==> config.mk <==
export PLATFORM = sky130hd
export DESIGN_NAME = pipe_adder
export DESIGN_NICKNAME = d
export VERILOG_FILES = /design/src/rtl/pipe_adder_stage.sv /design/src/rtl/pipe_adder.sv
export SDC_FILE = /design/constraint.sdc
export NUM_CORES = 1
export LEC_CHECK = 0
export ABC_CLOCK_PERIOD_IN_PS = 2170
export CORE_MARGIN = 2
export CORE_UTILIZATION = 54
export CTS_BUF_LIST = sky130_fd_sc_hd__clkbuf_16
export DETAILED_ROUTE_END_ITERATION = 8
export GPL_ROUTABILITY_DRIVEN = 0
export PLACE_DENSITY = 0.78
export SLEW_MARGIN = 5
export SYNTH_ARGS = -nofsm -noshare
export SYNTH_HDL_FRONTEND = slang
export SYNTH_SLANG_ARGS = --single-unit
==> constraint.sdc <==
create_clock -name clk -period 2.17 [get_ports clk]
set_clock_uncertainty 0.1 [all_clocks]
set_input_delay 0.434 -clock clk [delete_from_list [all_inputs] [get_ports clk]]
set_output_delay 0.434 -clock clk [all_outputs]
set_load 0.03 [all_outputs]
==> src/rtl/pipe_adder_stage.sv <==
`default_nettype none
// pipe_adder_stage: one chunk of the carry chain plus its valid bit, sum-prefix and
// operand pass-through registers.  Rev 1.0
module pipe_adder_stage #(
   parameter int CHUNK  = 4,
   parameter int PASS_W = 0,
   parameter int PRE_W  = 0
) (
   input  logic                               clk,
   input  logic                               rst,
   input  logic                               i_valid,
   output logic                               o_ready,
   input  logic [2*(CHUNK+PASS_W)+PRE_W-1:0]  i_data,
   input  logic                               i_cin,
   output logic                               o_valid,
   input  logic                               i_ready,
   output logic [2*PASS_W+PRE_W+CHUNK-1:0]    o_data,
   output logic                               o_cout
);
   // i_data = {a_rem, b_rem, sum_prefix}; the low CHUNK bits of each *_rem are added here.
   localparam int OP_W = CHUNK + PASS_W;

   logic [CHUNK-1:0]       w_a_ch;
   logic [CHUNK-1:0]       w_b_ch;
   logic [CHUNK:0]         w_add;
   logic                   w_load;
   logic                   r_valid;
   logic                   r_cout;
   logic [PRE_W+CHUNK-1:0] r_sum;

   assign w_a_ch  = i_data[PRE_W+OP_W +: CHUNK];
   assign w_b_ch  = i_data[PRE_W +: CHUNK];
   assign w_add   = {1'b0, w_a_ch} + {1'b0, w_b_ch} + {{CHUNK{1'b0}}, i_cin};
   assign o_ready = !r_valid || i_ready;
   assign w_load  = i_valid && o_ready;
   assign o_valid = r_valid;
   assign o_cout  = r_cout;

   always_ff @(posedge clk) begin
      if (rst) begin
         r_valid <= 1'b0;
         r_cout  <= 1'b0;
      end else begin
         if (w_load)
            r_valid <= 1'b1;
         else if (i_ready)
            r_valid <= 1'b0;
         if (w_load)
            r_cout <= w_add[CHUNK];
      end
   end

   if (PRE_W > 0) begin : g_pre
      always_ff @(posedge clk) begin
         if (rst)
            r_sum <= '0;
         else if (w_load)
            r_sum <= {w_add[CHUNK-1:0], i_data[PRE_W-1:0]};
      end
   end else begin : g_nopre
      always_ff @(posedge clk) begin
         if (rst)
            r_sum <= '0;
         else if (w_load)
            r_sum <= w_add[CHUNK-1:0];
      end
   end

   if (PASS_W > 0) begin : g_pass
      logic [PASS_W-1:0] r_a;
      logic [PASS_W-1:0] r_b;
      always_ff @(posedge clk) begin
         if (rst) begin
            r_a <= '0;
            r_b <= '0;
         end else if (w_load) begin
            r_a <= i_data[PRE_W+OP_W+CHUNK +: PASS_W];
            r_b <= i_data[PRE_W+CHUNK +: PASS_W];
         end
      end
      assign o_data = {r_a, r_b, r_sum};
   end else begin : g_nopass
      assign o_data = r_sum;
   end
endmodule
`default_nettype wire

==> src/rtl/pipe_adder.sv <==
`default_nettype none
// pipe_adder: WIDTH-bit pipelined adder with cin/cout/signed overflow; the carry chain is
// split over STAGES registered chunks behind a bubble-collapsing valid/ready pipe.  Rev 1.0
module pipe_adder #(
   parameter int WIDTH  = 16,
   parameter int STAGES = 4
) (
   input  logic             clk,
   input  logic             rst,
   input  logic             in_valid,
   output logic             in_ready,
   input  logic [WIDTH-1:0] a,
   input  logic [WIDTH-1:0] b,
   input  logic             cin,
   output logic             out_valid,
   input  logic             out_ready,
   output logic [WIDTH-1:0] sum,
   output logic             cout,
   output logic             ovf
);
   localparam int CHUNK = WIDTH / STAGES;
   localparam int LAST  = STAGES - 1;
   localparam int LPRE  = LAST * CHUNK;

   for (genvar k = 0; k < STAGES; k++) begin : g_stage
      localparam int PRE_W  = k * CHUNK;
      localparam int PASS_W = WIDTH - (k + 1) * CHUNK;
      localparam int IN_W   = 2 * (WIDTH - k * CHUNK) + PRE_W;
      localparam int OUT_W  = 2 * PASS_W + PRE_W + CHUNK;

      logic [IN_W-1:0]  w_din;
      logic [OUT_W-1:0] w_dout;
      logic             w_vin;
      logic             w_cin;
      logic             w_rin;
      logic             w_rdy;
      logic             w_v;
      logic             w_c;

      if (k == 0) begin : g_first
         assign w_din = {a, b};
         assign w_vin = in_valid;
         assign w_cin = cin;
      end else begin : g_mid
         assign w_din = g_stage[k-1].w_dout;
         assign w_vin = g_stage[k-1].w_v;
         assign w_cin = g_stage[k-1].w_c;
      end

      if (k == LAST) begin : g_tail
         assign w_rin = out_ready;
      end else begin : g_link
         assign w_rin = g_stage[k+1].w_rdy;
      end

      pipe_adder_stage #(
         .CHUNK  (CHUNK),
         .PASS_W (PASS_W),
         .PRE_W  (PRE_W)
      ) u_stage (
         .clk     (clk),
         .rst     (rst),
         .i_valid (w_vin),
         .o_ready (w_rdy),
         .i_data  (w_din),
         .i_cin   (w_cin),
         .o_valid (w_v),
         .i_ready (w_rin),
         .o_data  (w_dout),
         .o_cout  (w_c)
      );
   end

   // Carry into the MSB, recomputed from the last stage's inputs and registered on its load.
   logic w_c_msb;
   logic w_last_load;
   logic r_c_msb;

   assign w_last_load = g_stage[LAST].w_vin && g_stage[LAST].w_rdy;

   if (CHUNK == 1) begin : g_c_one
      assign w_c_msb = g_stage[LAST].w_cin;
   end else begin : g_c_low
      logic [CHUNK-1:0] w_low;
      assign w_low   = {1'b0, g_stage[LAST].w_din[LPRE+CHUNK +: CHUNK-1]}
                     + {1'b0, g_stage[LAST].w_din[LPRE +: CHUNK-1]}
                     + {{(CHUNK-1){1'b0}}, g_stage[LAST].w_cin};
      assign w_c_msb = w_low[CHUNK-1];
   end

   always_ff @(posedge clk) begin
      if (rst)
         r_c_msb <= 1'b0;
      else if (w_last_load)
         r_c_msb <= w_c_msb;
   end

   assign in_ready  = g_stage[0].w_rdy;
   assign out_valid = g_stage[LAST].w_v;
   assign sum       = g_stage[LAST].w_dout;
   assign cout      = g_stage[LAST].w_c;
   assign ovf       = r_c_msb ^ g_stage[LAST].w_c;
endmodule
`default_nettype wire

==> results.md <==
- Root Driver: clkbuf_16
- Via density: slightly above 5
- Adder-Cell Fraction of Synth Area: 7.791%
- Top Usage Layer GRT: met2
- Type of the worst setup path: flop to output pin
- Area growth syn-to-layout: 25.20%
- Start of the worst register-to-register path: g_stage[1].u_stage.g_pass.r_b[0]$_SDFFE_PP0P_
- Die width: ~90 microns
- Fin. Hold Viols: 0
- Worst hold endpoint: g_stage[2].u_stage.g_pass.r_b[1]$_SDFFE_PP0P_
- Outcome: complete, no violations
- Global-route wire length before repair: 13.18 mm
- Worst Max-Slew Pin Slew: 0.6352 ns
- Synth Cell Area: 0.003983 sq mm
- Initial antenna violation count: 0
- Setup TNS: 0 ns
- Vias in the first global route: approximately 3100
- MaxCap Viol Count: 0
- Setup bufs post-CTS: 0
- Hold Crit Depth: 2
- Syn Nets: 540
- Final Max Slew Viols: 0
- Max-slew headroom: 57.65%
- Met1 global-route usage: approximately a quarter
- Simple-gate share of the synthesized area: about 20%
- Synth unique cells: 36
- Initial Utilization: 55.20%
- Met2 track demand over resource: 35.48%
- Largest net degree at the start of global routing: 35
- CTS Buf Count: 9
- Diodes inserted: 0
- Layout cell share with drive strength beyond 1: 7.366%
- Layout Nets: 595
- FF-to-FF setup slack: 0.13 ns
- Max IR drop VDD: 0.5833 mV
- Drt first pass iters: 5
- Die H: roughly 90 microns
- Worst Setup End Kind: output pin
- Largest family of logic cells by synthesized area: simple AND/OR/NAND/NOR gates
- CTS tree: done
- # IOs: 57
- Met3 Use GR: 4.191%
- Final Cycle Share: ~95%
- Compound-Gate Fraction of Synth Area: 15.58%
- H-tree depth: 3
- Cell Pwr Density: 758.5 mW/mm^2
- CTS Buffer Depth: 2
- Clock sinks: 97
- Worst Path Arrival: 1.53 ns
- Crit path launch type: flop
- Xor/xnor share of the synthesized area: 1.100%
- DRT iter0 DRCs: 100
- Post-route minimum period: 2.061 ns
- WHS: 0.3516 ns
- Post-detail-place hpwl: 5.502 mm
- Vias: 3297
- Detailed-route wire length: 7.777 mm
- # DRC: 0
- Die area: 0.008078 sq mm
- Syn_area_per_cell: 8.245 sq um
- Wire per inst: 12.11 microns
- Ys Warns: 0
- Total gr overflow: 0
- Worst EP required: 1.64 ns
- Yosys reg bits: 97
- HP Start: g_stage[1].u_stage.g_pass.r_b[5]$_SDFFE_PP0P_
- Post-route ant nets: 0
- Total track usage: 19.86%
- # setup viols final: 0
- Finished Core Util: 69.11%
- Gate Count Post-Synth: 483
- Max Freq: ~490 MHz
- Critical path fanouts, max: 3
- Critical R2R Capture: g_stage[2].u_stage.o_cout$_SDFFE_PP0P_
- R2r worst-path depth: 7
- Mux share of post-synthesis cell area: 0%
- RSZ-0062 raised after global routing: false
- Placeable core area: 0.007214 sq mm
- HP Class: flop to flop
- Post-synthesis sequential area ratio: 48.76%
- Clock latency on the worst-skew pair: 0.33 ns
- Clk slew on worst S/H paths: 0.06 ns
- I/O Buffers: 56
- Pleak: 1.786 nW
- Row count: 31
==> placed cells by master (no fill, tap or decap), types with 2 or more instances in the layout <==
cell type and instances:
buf_12 3, nor3_1 5, clkbuf_16 9, ha_1 12, clkinvlp_4 2, inv_1 25, a211oi_1 12, a2111oi_0 2
xnor2_1 4, a21oi_1 80, nor2_1 14, dfxtp_1 97, inv_6 2, buf_4 15, fa_1 7, a21oi_2 2
nand2b_1 3, nor2b_1 7, nand3b_1 4, a311o_1 2, o21a_1 3, clkdlybuf4s50_1 54, nor3b_1 4, o21ai_0 4
nand2_1 155
==> power by group <==
part / internal, W / total [W] / switching [W]
sequential: 0.00184 / 0.00187 / 0.0000335
combinational: 0.000161 / 0.000329 / 0.000168
clock: 0.000905 / 0.00158 / 0.000675
total: 0.00291 / 0.00378 / 0.000877
==> kinds of logic after synthesis <==
group | count (synthesis)
AOI/OAI and AO/OA | 110
adders and majority gates | 20
DFF | 97
xor gates and xnor gates | 5
and+or+nand+nor | 197
buffers and inverters | 54
==> synth_stat cells <==
cell	number	area (sq um)
buf_6	2	22.52
xor2_1	1	8.760
xnor2_1	4	35.03
nand2b_1	3	18.77
nor3b_1	4	30.03
a2111oi_0	2	17.52
clkbuf_2	1	5.000
buf_1	1	3.750
nand3b_1	4	30.03
nor2_2	1	6.260
dfxtp_1	97	1942
inv_1	25	93.84
o21ai_1	1	5.000
nor2b_2	1	8.760
fa_1	8	160.2
a211oi_1	12	90.09
and4b_1	1	10.01
a21oi_1	81	405.4
nor2_1	14	52.55
nand3_1	1	5.000
clkbuf_1	10	37.54
o21ai_0	4	20.02
nor2b_1	7	43.79
nand4b_1	1	8.760
nor3_1	5	25.02
buf_4	3	22.52
o31ai_1	1	7.510
o21a_1	3	22.52
o311ai_0	1	8.760
o211ai_1	1	7.510
a311o_1	2	20.02
a21oi_2	1	8.760
buf_2	12	60.06
ha_1	12	150.1
nand2_1	155	581.8
a21boi_0	1	7.510
==> layout make-up <==
cell class,count,area (sq um)
well taps,99,123.9
fillers,608,2228
multi-input cells,332,1805
inverters,25,93.84
clock buffers,9,225.2
flip-flops and latches,97,1942
clock inverters,7,77.57
repair buffers,73,718.2
==> metrics by stage <==
stage	worst slack [ns]	cells	instance area, sq um	total power, W
2_1_floorplan	0.2504	483	3983	0.002102
3_3_place_gp	-0.2397	626	4681	0.002228
3_5_place_dp	-0.3226	626	4681	0.002240
4_1_cts	0.02043	642	4984	0.003817
5_1_grt	0.001123	642	4986	0.003932
6_report	0.1089	642	4986	0.003782
==> registers in the layout (all words and copies together), names as in the netlist <==
| register | count |
|---|---|
| g_stage.u_stage.g_pass.r_a | 24 |
| g_stage.u_stage.g_pass.r_b | 24 |
| g_stage.u_stage.r_sum | 24 |
| g_stage.u_stage.o_data | 16 |
| g_stage.u_stage.o_cout | 4 |
| g_stage.u_stage.o_valid | 4 |
| r_c_msb | 1 |
==> worst max-delay path, cell delays in order (launching register included) <==
cell             delay [ns]
dfxtp_1                0.36
xor2_1                 0.15
clkdlybuf4s50_1        0.68
==> worst max path at each step <==
| stage | start | to | slack, ns | depth (start not counted) |
|---|---|---|---|---|
| final | g_stage[3].u_stage.o_cout$_SDFFE_PP0P_ | ovf | 0.11 | 2 |
| after global routing | g_stage[1].u_stage.g_pass.r_b[0]$_SDFFE_PP0P_ | g_stage[2].u_stage.o_cout$_SDFFE_PP0P_ | 0.001 | 7 |
| after CTS | a[0] | g_stage[0].u_stage.o_cout$_SDFFE_PP0P_ | 0.02 | 8 |
| after detailed placement | a[0] | g_stage[0].u_stage.o_cout$_SDFFE_PP0P_ | -0.32 | 8 |
| after global placement | a[0] | g_stage[0].u_stage.o_cout$_SDFFE_PP0P_ | -0.24 | 8 |
| after floorplan | a[0] | g_stage[0].u_stage.o_cout$_SDFFE_PP0P_ | 0.25 | 7 |
==> metal layers <==
| metal | vias up | share of wire [%] |
|---|---|---|
| met2 | 62 | 51 |
| met3 | 9 | 3.8 |
| met4 | 0 | 1.3 |
| li1 | 1692 | - |
| met5 | - | 0 |
| met1 | 1534 | 44 |
==> timing repair <==
item / CTS / global route
hold buffers: 0 / 0
resized for setup: 0 / 2
endpoints found under the setup margin: 0 / 2
hold endpoints to repair: 0 / 0
No activity file was read; power rests on OpenSTA's default activity.
